**src/rtl/syn_fifo_pkg.sv**
```systemverilog
// Shared types, default thresholds and parameter sanity check for the
// single-clock flagged FIFO.
package syn_fifo_pkg;

    typedef enum logic {
        FIFO_STD  = 1'b0,
        FIFO_FWFT = 1'b1
    } fifo_mode_e;

    localparam int unsigned DEF_AFULL_MARGIN  = 2;
    localparam int unsigned DEF_AEMPTY_THRESH = 2;

    // True when depth is a power of two >= 2 and both thresholds are reachable.
    function automatic bit params_ok(input int unsigned len,
                                     input int unsigned addr_bits,
                                     input int unsigned afull,
                                     input int unsigned aempty);
        return (len >= 2) && ((len & (len - 1)) == 0) && (addr_bits == $clog2(len)) &&
               (afull >= 1) && (afull <= len) && (aempty <= len - 1);
    endfunction

endpackage

```
**src/rtl/syn_fifo_mem.sv**
```systemverilog
// FIFO storage: register array with a synchronous write port and an
// asynchronous read port.
module syn_fifo_mem
    import syn_fifo_pkg::*;
#(
    parameter int unsigned DataBits = 10,
    parameter int unsigned Depth    = 16,
    parameter int unsigned AddrBits = $clog2(Depth)
) (
    input  logic                clk_i,
    input  logic                we_i,
    input  logic [AddrBits-1:0] waddr_i,
    input  logic [DataBits-1:0] wdata_i,
    input  logic [AddrBits-1:0] raddr_i,
    output logic [DataBits-1:0] rdata_o
);

    logic [DataBits-1:0] mem_q [Depth];
    logic [DataBits-1:0] mem_d [Depth];

    always_comb begin
        mem_d = mem_q;
        if (we_i) begin
            mem_d[waddr_i] = wdata_i;
        end
    end

    always_ff @(posedge clk_i) begin
        mem_q <= mem_d;
    end

    assign rdata_o = mem_q[raddr_i];

endmodule

```
**src/rtl/syn_fifo_flags.sv**
```systemverilog
// Single-clock FIFO with occupancy level, almost-full/empty thresholds,
// sticky overflow/underflow flags and optional first-word-fall-through reads.
module syn_fifo_flags
    import syn_fifo_pkg::*;
#(
    parameter int unsigned DATA_BITS     = 10,
    parameter int unsigned FIFO_LENGTH   = 16,
    parameter int unsigned ADDR_BIT      = $clog2(FIFO_LENGTH),
    parameter int unsigned FWFT          = 0,
    parameter int unsigned AFULL_THRESH  = FIFO_LENGTH - DEF_AFULL_MARGIN,
    parameter int unsigned AEMPTY_THRESH = DEF_AEMPTY_THRESH
) (
    input  logic                 clk,
    input  logic                 reset,
    input  logic                 write,
    input  logic [DATA_BITS-1:0] input_data,
    input  logic                 read,
    output logic [DATA_BITS-1:0] output_data,
    output logic                 full,
    output logic                 empty,
    output logic                 almost_full,
    output logic                 almost_empty,
    output logic [ADDR_BIT:0]    level,
    output logic                 overflow,
    output logic                 underflow,
    input  logic                 clear_err
);

    localparam int unsigned LvlW = ADDR_BIT + 1;
    localparam fifo_mode_e Mode = (FWFT != 0) ? FIFO_FWFT : FIFO_STD;
    localparam logic [ADDR_BIT:0] FullLvl   = LvlW'(FIFO_LENGTH);
    localparam logic [ADDR_BIT:0] AfullLvl  = LvlW'(AFULL_THRESH);
    localparam logic [ADDR_BIT:0] AemptyLvl = LvlW'(AEMPTY_THRESH);

    if (!params_ok(FIFO_LENGTH, ADDR_BIT, AFULL_THRESH, AEMPTY_THRESH)) begin : g_param_check
        $fatal(1, "syn_fifo_flags: illegal depth or threshold parameters");
    end

    logic [ADDR_BIT:0] wbin_q, wbin_d, rbin_q, rbin_d, level_q, level_d;
    logic full_q, full_d, empty_q, empty_d;
    logic afull_q, afull_d, aempty_q, aempty_d;
    logic ovf_q, ovf_d, unf_q, unf_d;
    logic wr_acc, rd_acc, mem_we;
    logic [DATA_BITS-1:0] mem_rdata;

    always_comb begin
        wr_acc   = write & ~full_q;
        rd_acc   = read & ~empty_q;
        wbin_d   = wbin_q + LvlW'(wr_acc);
        rbin_d   = rbin_q + LvlW'(rd_acc);
        level_d  = level_q + LvlW'(wr_acc) - LvlW'(rd_acc);
        full_d   = (level_d == FullLvl);
        empty_d  = (level_d == '0);
        afull_d  = (level_d >= AfullLvl);
        aempty_d = (level_d <= AemptyLvl);
        // A fresh error in the same cycle as clear_err must survive the clear.
        ovf_d    = (write & full_q) | (ovf_q & ~clear_err);
        unf_d    = (read & empty_q) | (unf_q & ~clear_err);
    end

    always_ff @(posedge clk) begin
        if (reset) begin
            wbin_q   <= '0;
            rbin_q   <= '0;
            level_q  <= '0;
            full_q   <= 1'b0;
            empty_q  <= 1'b1;
            afull_q  <= 1'b0;
            aempty_q <= 1'b1;
            ovf_q    <= 1'b0;
            unf_q    <= 1'b0;
        end else begin
            wbin_q   <= wbin_d;
            rbin_q   <= rbin_d;
            level_q  <= level_d;
            full_q   <= full_d;
            empty_q  <= empty_d;
            afull_q  <= afull_d;
            aempty_q <= aempty_d;
            ovf_q    <= ovf_d;
            unf_q    <= unf_d;
        end
    end

    // Writes presented during reset must not land in storage.
    assign mem_we = wr_acc & ~reset;

    syn_fifo_mem #(
        .DataBits (DATA_BITS),
        .Depth    (FIFO_LENGTH),
        .AddrBits (ADDR_BIT)
    ) u_mem (
        .clk_i   (clk),
        .we_i    (mem_we),
        .waddr_i (wbin_q[ADDR_BIT-1:0]),
        .wdata_i (input_data),
        .raddr_i (rbin_q[ADDR_BIT-1:0]),
        .rdata_o (mem_rdata)
    );

    if (Mode == FIFO_STD) begin : g_std
        logic [DATA_BITS-1:0] dout_q, dout_d;

        always_comb begin
            dout_d = rd_acc ? mem_rdata : dout_q;
        end

        always_ff @(posedge clk) begin
            if (reset) begin
                dout_q <= '0;
            end else begin
                dout_q <= dout_d;
            end
        end

        assign output_data = dout_q;
    end else begin : g_fwft
        assign output_data = mem_rdata;
    end

    // Wrap bits only matter for pointer bookkeeping; level is tracked directly.
    logic unused_ptr_msb;
    assign unused_ptr_msb = wbin_q[ADDR_BIT] ^ rbin_q[ADDR_BIT];

    assign full         = full_q;
    assign empty        = empty_q;
    assign almost_full  = afull_q;
    assign almost_empty = aempty_q;
    assign level        = level_q;
    assign overflow     = ovf_q;
    assign underflow    = unf_q;

endmodule
```
**config.mk**
```make
export PLATFORM = sky130hd
export DESIGN_NAME = syn_fifo_flags
export DESIGN_NICKNAME = d
export VERILOG_FILES = /design/src/rtl/syn_fifo_pkg.sv /design/src/rtl/syn_fifo_mem.sv /design/src/rtl/syn_fifo_flags.sv
export SDC_FILE = /design/constraint.sdc
export NUM_CORES = 1
export LEC_CHECK = 0
export BUFFER_PORTS_ARGS = -buffer_cell sky130_fd_sc_hd__buf_4
export CORE_AREA = 2 2 122 148
export DETAILED_ROUTE_END_ITERATION = 8
export DIE_AREA = 0 0 124 150
export GPL_TIMING_DRIVEN = 1
export SETUP_SLACK_MARGIN = 0.02
export SLEW_MARGIN = 20
export SYNTH_ARGS = -nofsm -noshare
export SYNTH_HDL_FRONTEND = slang
export SYNTH_SLANG_ARGS = --single-unit
```
**constraint.sdc**
```tcl
create_clock -name clk -period 3 [get_ports clk]
set_input_delay 0.45 -clock clk [delete_from_list [all_inputs] [get_ports clk]]
set_output_delay 0.45 -clock clk [all_outputs]
set_load 0.03 [all_outputs]
```
==> results of run 1 <==
how the worst min path moves through the flow:
stage / from / to / slack [ns] / depth (start not counted)
4_1_cts: write / overflow$_SDFF_PP0_ / 0.27 / 3
6_report: write / overflow$_SDFF_PP0_ / 0.28 / 3
3_3_place_gp: underflow$_SDFF_PP0_ / underflow$_SDFF_PP0_ / 0.50 / 2
3_5_place_dp: output_data[9]$_SDFFE_PP0P_ / output_data[9]$_SDFFE_PP0P_ / 0.50 / 2
5_1_grt: write / overflow$_SDFF_PP0_ / 0.31 / 3
2_1_floorplan: input_data[0] / u_mem.mem_q[0]$_DFFE_PP_ / 0.55 / 0
routing by layer:
layer	vias to the layer above	wire, um	global-route usage
li1	1795	-	-
met5	-	0	0
met1	1990	6290	0.218
met4	0	104	0.0472
met2	68	7760	0.290
met3	8	559	0.0438
flip-flops by register name, indices dropped and copies added, names as in the netlist:
name / flops
u_mem.mem_q: 160
output_data: 10
level: 5
rbin_q: 4
wbin_q: 4
almost_empty: 1
almost_full: 1
empty: 1
full: 1
overflow: 1
underflow: 1
worst max-delay path, cell delays in order (launching register included):
cell and delay, ns:
dfxtp_1 0.33, nor2b_1 0.24, xnor2_1 0.16, ha_1 0.19, inv_1 0.06, fa_1 0.41
inv_1 0.07, a21o_1 0.10, a21oi_1 0.07, xnor2_1 0.33, a41o_1 0.22
cells in the final DEF, fill, tap and decap left out, types with 5 or more instances in the layout:
cell type,count
xnor2_1,5
mux4_2,21
a211oi_1,9
mux2i_1,12
xor2_1,5
nand2_1,6
a2111oi_4,7
o21ai_1,10
dfxtp_1,26
edfxtp_1,160
nor2b_1,24
a22oi_1,11
clkbuf_16,17
inv_1,8
o22ai_1,9
mux2_2,18
nor3_1,15
buf_4,54
nand2b_1,8
nor2_1,24
ha_1,7
final cells by class:
type	instances	area (sq um)	share of cell area
sequential	189	5390	0.618
clock buffer	17	425	0.0488
timing repair buffer	57	465	0.0534
tap	220	275	0.0316
multi-input combinational	212	2000	0.229
inverter	8	30.0	0.00345
clock inverter	15	133	0.0152
cells by family (layout without fill, tap and decap cells):
group / after synthesis / in the layout / synth area share
flops: 189 / 189 / 0.710
simple gates: 85 / 85 / 0.0596
compound gates: 57 / 57 / 0.0710
mux: 52 / 52 / 0.107
buf+inv: 32 / 97 / 0.0266
xor+xnor: 10 / 10 / 0.0116
fa+ha+maj: 8 / 8 / 0.0142
cells in the mapped netlist (all sizes together) (5+ instances only):
| cell type | count | area share |
|---|---|---|
| a2111oi | 9 | 0.028 |
| a211oi | 9 | 0.0089 |
| a22oi | 11 | 0.011 |
| buf | 18 | 0.019 |
| clkbuf | 6 | 0.0031 |
| dfxtp | 29 | 0.077 |
| edfxtp | 160 | 0.63 |
| ha | 7 | 0.012 |
| inv | 8 | 0.0040 |
| mux2 | 19 | 0.029 |
| mux2i | 12 | 0.016 |
| mux4 | 21 | 0.062 |
| nand2 | 6 | 0.0030 |
| nand2b | 8 | 0.0066 |
| nor2 | 24 | 0.012 |
| nor2b | 24 | 0.020 |
| nor3 | 15 | 0.0099 |
| o21ai | 11 | 0.0073 |
| o22ai | 9 | 0.0074 |
| xnor2 | 5 | 0.0058 |
| xor2 | 5 | 0.0058 |
power breakdown:
| part | internal, mW | leakage [nW] | switching [mW] | total (mW) |
|---|---|---|---|---|
| registers | 2.99 | 1.68 | 0.106 | 3.09 |
| logic | 0.515 | 0.887 | 0.678 | 1.19 |
| clock network | 1.09 | 0.269 | 1.00 | 2.09 |
| total | 4.59 | 2.84 | 1.79 | 6.38 |
==> results.md, run 1 <==
* Half-perimeter wire length after placement at 9300 um
* Vias in the first global route at 3,946
* Clk pin slew, worst setup/hold paths at 0.07 ns
* Clk root buf: clkbuf_16
* Number of remaining DRC errors at 0
* Routed Antenna Nets at 0
* Peak supply drop at 367 uV
* Initial antenna violation count at 0
* Max-slew violation count at 0
* Worst rel slew slack at 0.458
* EDFF count, synth at 160
* Die Ht at 150 um
* Number of setup buffers added after CTS at 0
* Boundary Pins at 36
* Vias at 3,861
* Design area at 8710 sq um
* Core area at 17,200 sq um
* Gr usage total at 0.171
* Class of the worst hold path: in -> reg
* Top_reg_cell synth: edfxtp_1
* Slack of the critical path at 0.757 ns
* Unrepaired setup endpoints after global routing: false
* Outcome: completed
* Required @ worst endpoint at 3.38 ns
* Pleak at 2.84 nW
* Layout cells sized above 1 at 0.281
* Routed wire per std cell at 20.5 um
* # fillers at between 1,000 and 1,500
* Rows at 53
* Nets@finish at a little over 500
* R2R setup slack at ~0.76 ns
* Worst slew pin tran at 0.810 ns
* Critical path type: reg -> reg
* Asr flop ratio synth at 0
* Worst hold slack at about 0.28 ns
* GPL Wtd Cong at 0.754
* First-pass GRT wire length at 22,600 um
* Largest net degree at the start of global routing at 36
* Crit Path Max Fanout at 5
* Clock sink count at 189
* Setup TNS at 0 ns
* Worst setup path endpoint: almost_empty$_SDFF_PP1_
* Overall power at 6.38 mW
* Via density at around 5.4
* Register area share after synthesis at 0.710
* Setup violators final at 0
* Total Wirelength at 14,700 um
* Worst flop-to-flop path startpoint: empty$_SDFF_PP1_
* Power density cells at 732 nW/um^2
* Worst setup SP type: flip-flop
* Worst-case clock buffer depth at 2
* Placed Area at between 8000 and 9000 sq um
* Max-cap violations at 0
* TritonRoute pass-1 iters at 4
* Hold bufs inserted after CTS at 0
* Syn Inst Count at 433
* Diodes inserted at 0
* Die W at roughly 120 um
* Synth unique cells at 41
* Yosys warns at 0
* TritonCTS Buffers at 17
* CTS tree: built
* Worst setup path start: empty$_SDFF_PP1_
* Finished Layout Cells at 718
* Max H-tree Level at 4
* Synthesized Nets at 456
* Setup Skew at 0.0114 ns
* Die footprint at 18,600 sq um
* Yosys reg bits at 189
* Mapped Avg Cell Area at 17.5 sq um
* Fin util at 0.505
* Final Hold Viols at 0
* Post_cts resized at 0
* Reg-to-reg endpoint: almost_empty$_SDFF_PP1_
* Worst r2r path cells at 10
* Tcrit/Tclk final at 0.748
* Total grt overflow at 0
* IO buf count at 35
* Syn-to-layout area delta at 14.9%
* Starting Density at 0.440
* Mapped Area at 7580 sq um
* Place WS at 0.560 ns
* Worst-skew pair later-pin latency at 0.43 ns
* Final worst path period need at 2.24 ns
* Peak Freq at 0.446 GHz
* Placed Cells at 686
* Critical Path AT at 2.62 ns
* Iteration-0 DRC Markers at between 200 and 250
* Crit end category: flip-flop
No activity file was read; power rests on OpenSTA's default activity.
==> run 2, diff against run 1 <==
--- a/config.mk
+++ b/config.mk
@@ -5,10 +5,11 @@
 export SDC_FILE = /design/constraint.sdc
 export NUM_CORES = 1
 export LEC_CHECK = 0
+export ABC_AREA = 1
 export BUFFER_PORTS_ARGS = -buffer_cell sky130_fd_sc_hd__buf_4
-export CORE_AREA = 2 2 122 148
+export CORE_AREA = 2 2 124 151
 export DETAILED_ROUTE_END_ITERATION = 8
-export DIE_AREA = 0 0 124 150
+export DIE_AREA = 0 0 126 153
 export GPL_TIMING_DRIVEN = 1
 export SETUP_SLACK_MARGIN = 0.02
 export SLEW_MARGIN = 20
==> constraint.sdc (replaced) <==
create_clock -name clk -period 2.2 [get_ports clk]
set_input_delay 0.33 -clock clk [delete_from_list [all_inputs] [get_ports clk]]
set_output_delay 0.33 -clock clk [all_outputs]
set_load 0.03 [all_outputs]
==> results.md, run 2 <==
* Outcome: completed
* Die footprint at 19,300 sq um (+3.6%)
* Power density cells at 974 nW/um^2 (+33%)
* Placed Cells at 1,022 (+49%)
* Core area at 17,800 sq um (+3.5%)
* Crit-path max cell delay at 0.39 ns (-0.02 ns)
* Final worst path period need at 2.12 ns (-0.123 ns)
* Clk pin slew, worst setup/hold paths at 0.06 ns (about the same)
* CTS tree: built
* Max reg flops at 160 (unchanged)
* Iteration-0 DRC Markers at 379 (+52%)
* Commonest non-fill, non-tap cell in the layout: nand2_1
* Vias at 5,234 (+36%)
* Buffers and inverters on the worst path at 4 (+2)
* CP delay by family, top: adder cells
* Max-cap violations at 0 (unchanged)
* Clock Power Share at 0.318 (-0.010)
* Sw Share at 0.289 (+0.00810)
* Final Hold Viols at 0 (unchanged)
* Initial antenna violation count at 0 (unchanged)
* IO buf count at 35 (unchanged)
* Routed wire per std cell at 16.1 um (-22%)
* Synth top area share at 0.608 (-0.0257)
* Worst slew pin tran at 0.453 ns (-0.357 ns)
* M1 WL at 7200 um (+15%)
* Sequential share of power at 0.476 (-0.009)
* Peak supply drop at 558 uV (+52%)
* Largest reg by FF count: u_mem.mem_q
* Post-synth top cells: nand2_1 (333), edfxtp_1 (160), nand3_1 (74), nor2_1 (54), inv_1 (52)
* Yosys reg bits at 189 (unchanged)
* Nets@finish at 842 (+66%)
* Diodes inserted at 0 (unchanged)
* Place WS at -0.116 ns (-0.676 ns)
* Slowest CP cell: fa_2
* Top_reg_cell synth: edfxtp_1
* Rows at 54 (+1.9%)
* Crit Path Max Fanout at 3 (-2)
* Syn-to-layout area delta at 14.0%
* Placed Area at 8430 sq um (+3.4%)
* Mapped Area at 7900 sq um (+4.2%)
* Die Ht at 153 um (+2.0%)
* EDFF count, synth at 160 (unchanged)
* Pleak at 3.69 nW (+30%)
* Net switching power at 2.53 mW (+42%)
* Synth Area in Compound Gates at 0.00823 (-0.0627)
* Die W at 126 um (+1.6%)
* Total Wirelength at 17,000 um (+15%)
* Gate power share at 0.206 (+0.019)
* Asr flop ratio synth at 0 (unchanged)
* Synth area leader: edfxtp_1
* Worst setup SP type: flip-flop
* Number of remaining DRC errors at 0 (unchanged)
* Synth top area cells: edfxtp_1 (61%), nand2_1 (16%), dfxtp_1 (7.3%)
* Slack of the critical path at 0.0803 ns (-0.677 ns)
* Cell mode on critical path: nand2_1
* Largest family of logic cells by synthesized area: simple AND/OR/NAND/NOR gates
* # fillers at 1,616 (+11%)
* TritonCTS Buffers at 17 (unchanged)
* Routed length on met2 at 8630 um (+11%)
* Largest net degree at the start of global routing at 83 (+130%)
* Clk root buf: clkbuf_16
* Synth unique cells at 23 (-44%)
* Critical Path AT at 2.43 ns (-0.19 ns)
* Max-slew violation count at 0 (unchanged)
* Required @ worst endpoint at 2.51 ns (-0.87 ns)
* Register area share after synthesis at 0.681 (-0.0288)
* Starting Density at 0.443 (+0.00327)
* DR WL met3 at 761 um (+36%)
* Layout cells sized above 1 at 0.130 (-0.151)
* Mapped Avg Cell Area at 10.3 sq um (-41%)
* Half-perimeter wire length after placement at 11,100 um (+19%)
* Finished Layout Cells at 1,056 (+47%)
* TritonRoute pass-1 iters at 5 (+1)
* Tcrit/Tclk final at 0.963 (+0.216)
* Critical path type: reg -> reg
* Class of the worst hold path: in -> reg
* Design area at 9010 sq um (+3.4%)
* Adder-Cell Fraction of Synth Area at 0.0136 (-0.000575)
* Worst-skew pair later-pin latency at 0.43 ns (about the same)
* Total grt overflow at 0 (unchanged)
* Syn Inst Count at 770 (+78%)
* Pint at 6.24 mW (+36%)
* Vias in the first global route at 5,113 (+30%)
* Routed Antenna Nets at 0 (unchanged)
* Setup violators final at 0 (unchanged)
* Worst-case clock buffer depth at 2 (unchanged)
* Worst rel slew slack at 0.698 (+0.240)
* Max H-tree Level at 4 (unchanged)
* Mux cell area share after synthesis at 0 (-0.107)
* XOR/XNOR Fraction of Synth Area at 0.00554 (-0.00601)
* Synthesized Nets at 793 (+74%)
* Synth Area in Simple Gates at 0.234 (+0.174)
* Top-count cell post-synth: nand2_1
* Crit end category: flip-flop
* Peak Freq at 0.472 GHz (+5.8%)
* Setup Skew at 0.00769 ns (-0.00368 ns)
* Clock sink count at 189 (unchanged)
* Gr usage total at 0.184 (+0.0127)
* Hold bufs inserted after CTS at 0 (unchanged)
* Most frequent cells in the layout: nand2_1 (333), edfxtp_1 (160), nand3_1 (74)
* GPL Wtd Cong at 0.896 (+19%)
* Boundary Pins at 36 (unchanged)
* Yosys warns at 0 (unchanged)
* CP Cell Sequence: nor2_4 > inv_2 > nor2_4 > inv_2 > nand2_1 > ha_2 > inv_1 > fa_2 > xnor2_2 > inv_1 > nand2_1 > o21ai_1 > nand2_1 > o21ai_0
* Highest metal used: met4
* First-pass GRT wire length at 27,400 um (+21%)
* Via density at 4.96 (-7.8%)
## run 2: final cells by class
cell class | count | area, sq um | share of cell area
flip-flops and latches | 189 | 5390 | 0.598
well taps | 224 | 280 | 0.0311
multi-input cells | 491 | 2100 | 0.233
clock buffers | 20 | 437 | 0.0485
inverters | 57 | 226 | 0.0251
repair buffers | 63 | 485 | 0.0539
clock inverters | 12 | 95.1 | 0.0106
## run 2: metrics by stage
stage | total power, mW | hold slack (ns) | utilization | setup TNS, ns
after global routing | 9.18 | 0.182 | 0.505 | -0.0127
after global placement | 5.87 | 0.449 | 0.473 | 0
after floorplan | 5.43 | 0.414 | - | 0
after CTS | 8.72 | 0.147 | 0.503 | 0
final | 8.77 | 0.155 | 0.505 | 0
after detailed placement | 5.93 | 0.464 | 0.473 | -0.249
## run 2: tightest hold or removal path, cell delays in order
cell and delay (ns):
buf_4 0.07, inv_1 0.04, nand2_1 0.05, a21oi_1 0.05
## run 2: cell families (layout without fill, tap and decap cells)
kind of cell	after synthesis	count (layout)
buffers and inverters	90	152
AO/OA/AOI/OAI	13	13
flip-flops	189	189
adder cells (fa/ha/maj)	8	8
XOR/XNOR	5	5
AND/OR/NAND/NOR	465	465
## run 2: power by group through the flow
stage	Clock, mW	Sequential, mW	Combinational (mW)
2_1_floorplan	0	4.41	1.02
3_3_place_gp	0	4.24	1.63
3_5_place_dp	0	4.25	1.68
4_1_cts	2.84	4.17	1.71
5_1_grt	2.98	4.19	2.01
6_report	2.79	4.18	1.80
## run 2: worst paths after layout
check,end,slack [ns],cells after the start,start
worst min register to register,underflow$_SDFF_PP0_,0.47,2,underflow$_SDFF_PP0_
worst min-delay path,underflow$_SDFF_PP0_,0.15,4,clear_err
worst max-delay path,almost_empty$_SDFF_PP1_,0.08,14,empty$_SDFF_PP1_
worst max register to register,almost_empty$_SDFF_PP1_,0.08,14,empty$_SDFF_PP1_
## run 2: repair_timing
action                     in CTS  in global routing
hold endpoints to repair        0                  0
gates resized for setup         1                 11
pin swaps                       2                  6
setup buffers                   0                  2
setup endpoints to repair       2                  5
## run 2: routing by layer
layer	vias up	global-route usage
met5	-	0
met4	0	0.0638
met3	23	0.0375
met2	127	0.316
met1	2484	0.232
li1	2600	-
==> run 3, diff against run 2 <==
--- a/config.mk
+++ b/config.mk
@@ -7,10 +7,13 @@
 export LEC_CHECK = 0
 export ABC_AREA = 1
 export BUFFER_PORTS_ARGS = -buffer_cell sky130_fd_sc_hd__buf_4
+export CELL_PAD_IN_SITES_DETAIL_PLACEMENT = 1
+export CELL_PAD_IN_SITES_GLOBAL_PLACEMENT = 1
 export CORE_AREA = 2 2 124 151
 export DETAILED_ROUTE_END_ITERATION = 8
 export DIE_AREA = 0 0 126 153
 export GPL_TIMING_DRIVEN = 1
+export PLACE_DENSITY_LB_ADDON = 0.1
 export SETUP_SLACK_MARGIN = 0.02
 export SLEW_MARGIN = 20
 export SYNTH_ARGS = -nofsm -noshare
==> results.md, run 3 (synthesis results as in run 2) <==
* Finished Layout Cells at 1,066 (+0.95%)
* Power density cells at 1000 nW/um^2 (+2.7%)
* Die footprint at 19,300 sq um (unchanged)
* Crit-path max cell delay at 0.39 ns (about the same)
* Commonest non-fill, non-tap cell in the layout: nand2_1
* Max-cap violations at 0 (unchanged)
* CTS tree: built
* Core area at 17,800 sq um (unchanged)
* Peak Freq at 0.482 GHz (+2.1%)
* Worst rel slew slack at 0.668 (-0.0303)
* Vias in the first global route at 5,861 (+15%)
* Met2 Use GR at 0.376 (+0.0607)
* Routed wire per std cell at 19.2 um (+20%)
* Placed Area at 8480 sq um (+0.56%)
* Setup Skew at 0.0103 ns (+0.00263 ns)
* Initial antenna violation count at 0 (unchanged)
* Worst slew pin tran at 0.499 ns (+0.0454 ns)
* Iteration-0 DRC Markers at 398 (+5.0%)
* TritonRoute pass-1 iters at 5 (unchanged)
* Largest net degree at the start of global routing at 83 (unchanged)
* Most Crowded Layer GR: met2
* Crit end category: flip-flop
* Boundary Pins at 36 (unchanged)
* Starting Density at 0.443 (unchanged)
* Slack of the critical path at 0.124 ns (+0.0435 ns)
* Worst-case clock buffer depth at 2 (unchanged)
* CP delay by family, top: adder cells
* Clk root buf: clkbuf_16
* Syn-to-layout area delta at 15.7%
* Tcrit/Tclk final at 0.944 (-0.0198)
* Class of the worst hold path: in -> reg
* Total grt overflow at 0 (unchanged)
* Place WS at -0.108 ns (+0.00846 ns)
* Gr usage total at 0.221 (+0.0370)
* Final Hold Viols at 0 (unchanged)
* Worst hold slack at 0.169 ns (+0.0145 ns)
* Vias at 5,449 (+4.1%)
* TritonCTS Buffers at 17 (unchanged)
* Setup violators final at 0 (unchanged)
* Peak supply drop at 544 uV (-2.5%)
* Hold bufs inserted after CTS at 0 (unchanged)
* Half-perimeter wire length after placement at 13,500 um (+22%)
* Layout cells sized above 1 at 0.144 (+0.0139)
* Diodes inserted at 0 (unchanged)
* Worst setup SP type: flip-flop
* Worst-skew pair later-pin latency at 0.43 ns (about the same)
* Die W at 126 um (unchanged)
* CP Cell Sequence: nor2_4 > inv_2 > nor2_4 > inv_2 > nand2_2 > ha_4 > inv_2 > fa_2 > xnor2_2 > inv_1 > nand2_2 > o21ai_1 > nand2_1 > o21ai_1
* Design area at 9140 sq um (+1.5%)
* IO buf count at 35 (unchanged)
* Die Ht at 153 um (unchanged)
* Nets@finish at 852 (+1.2%)
* First-pass GRT wire length at 31,900 um (+16%)
* Via density at 5.11 (+3.1%)
* Largest reg by FF count: u_mem.mem_q
* Met1 Resource Use GR at 0.279 (+0.0466)
* Clock sink count at 189 (unchanged)
* Pleak at 3.75 nW (+1.6%)
* Clk pin slew, worst setup/hold paths at 0.06 ns (about the same)
* Buffers and inverters on the worst path at 4 (unchanged)
* Routed Antenna Nets at 0 (unchanged)
* Max-slew violation count at 0 (unchanged)
* Critical path type: reg -> reg
* Outcome: completed
* Max reg flops at 160 (unchanged)
* Cell mode on critical path: inv_2
* Most frequent cells in the layout: nand2_1 (330), edfxtp_1 (160), nand3_1 (74)
* Crit Path Max Fanout at 3 (unchanged)
* Met3 GRT Util at 0.0427 (+0.00525)
* Rows at 54 (unchanged)
* Fin util at 0.513 (+0.00744)
* Final worst path period need at 2.08 ns (-0.0435 ns)
* Placed Cells at 1,030 (+0.78%)
* GPL Wtd Cong at 0.802 (-10%)
* Critical Path AT at 2.39 ns (-0.04 ns)
* Slowest CP cell: fa_2
* Number of remaining DRC errors at 0 (unchanged)
* Total Wirelength at 20,500 um (+21%)
* # fillers at 2,011 (+24%)
* Required @ worst endpoint at 2.51 ns (about the same)
* Max H-tree Level at 4 (unchanged)
==> run 3: cell types whose count changed in the layout (fill, tap and decap cells not counted), sizes merged <==
cell,before,now
clkbuf,20,28
inv,60,57
clkinv,7,2
buf,63,73
==> run 3: stage by stage <==
step	TNS (ns)	total power, mW
2_1_floorplan	0	5.43
3_3_place_gp	0	5.91
3_5_place_dp	-0.300	6.01
4_1_cts	0	9.01
5_1_grt	-0.0502	9.59
6_report	0	9.15
==> run 3: worst reg2reg max path, cell delays in order, from the launching register on <==
cell     delay, ns
dfxtp_4       0.35
nor2_4        0.09
inv_2         0.06
nor2_4        0.12
inv_2         0.06
nand2_2       0.07
ha_4          0.14
inv_2         0.04
fa_2          0.39
xnor2_2       0.22
inv_1         0.10
nand2_2       0.10
o21ai_1       0.07
nand2_1       0.09
o21ai_1       0.06
==> run 3: what timing repair did <==
item,in CTS,in global routing
gates resized for setup,3,18
setup buffers,0,4
pin swaps,0,5
setup endpoints to repair,4,5
==> run 3: layer usage <==
layer  vias to the layer above  routed length (um)
met1                      2682                8510
met2                       112               10700
met5                         -                   0
li1                       2614                   -
met4                         0                 511
met3                        41                 770
==> run 3: final cells by class <==
cell class                 count  area, sq um  share of cell area
clock buffer                  28          519              0.0568
tap                          224          280              0.0307
inverter                      57          226              0.0248
timing repair buffer          73          548              0.0599
sequential                   189         5390               0.590
multi-input combinational    491         2130               0.233
clock inverter                 4         51.3             0.00561
==> run 3: report_power, final <==
part           switching (mW)  internal, mW  leakage, nW
clock                    1.25          1.73        0.273
combinational            1.28         0.699         1.80
sequential              0.125          4.06         1.68
==> run 3: path summary, 6_finish.rpt <==
path                       startpoint                 endpoint  slack (ns)  cells after the start
hold reg to reg   overflow$_SDFF_PP0_      overflow$_SDFF_PP0_        0.47                      2
hold / removal              clear_err      overflow$_SDFF_PP0_        0.17                      4
setup reg to reg     empty$_SDFF_PP1_  almost_empty$_SDFF_PP1_        0.12                     14
setup / recovery     empty$_SDFF_PP1_  almost_empty$_SDFF_PP1_        0.12                     14
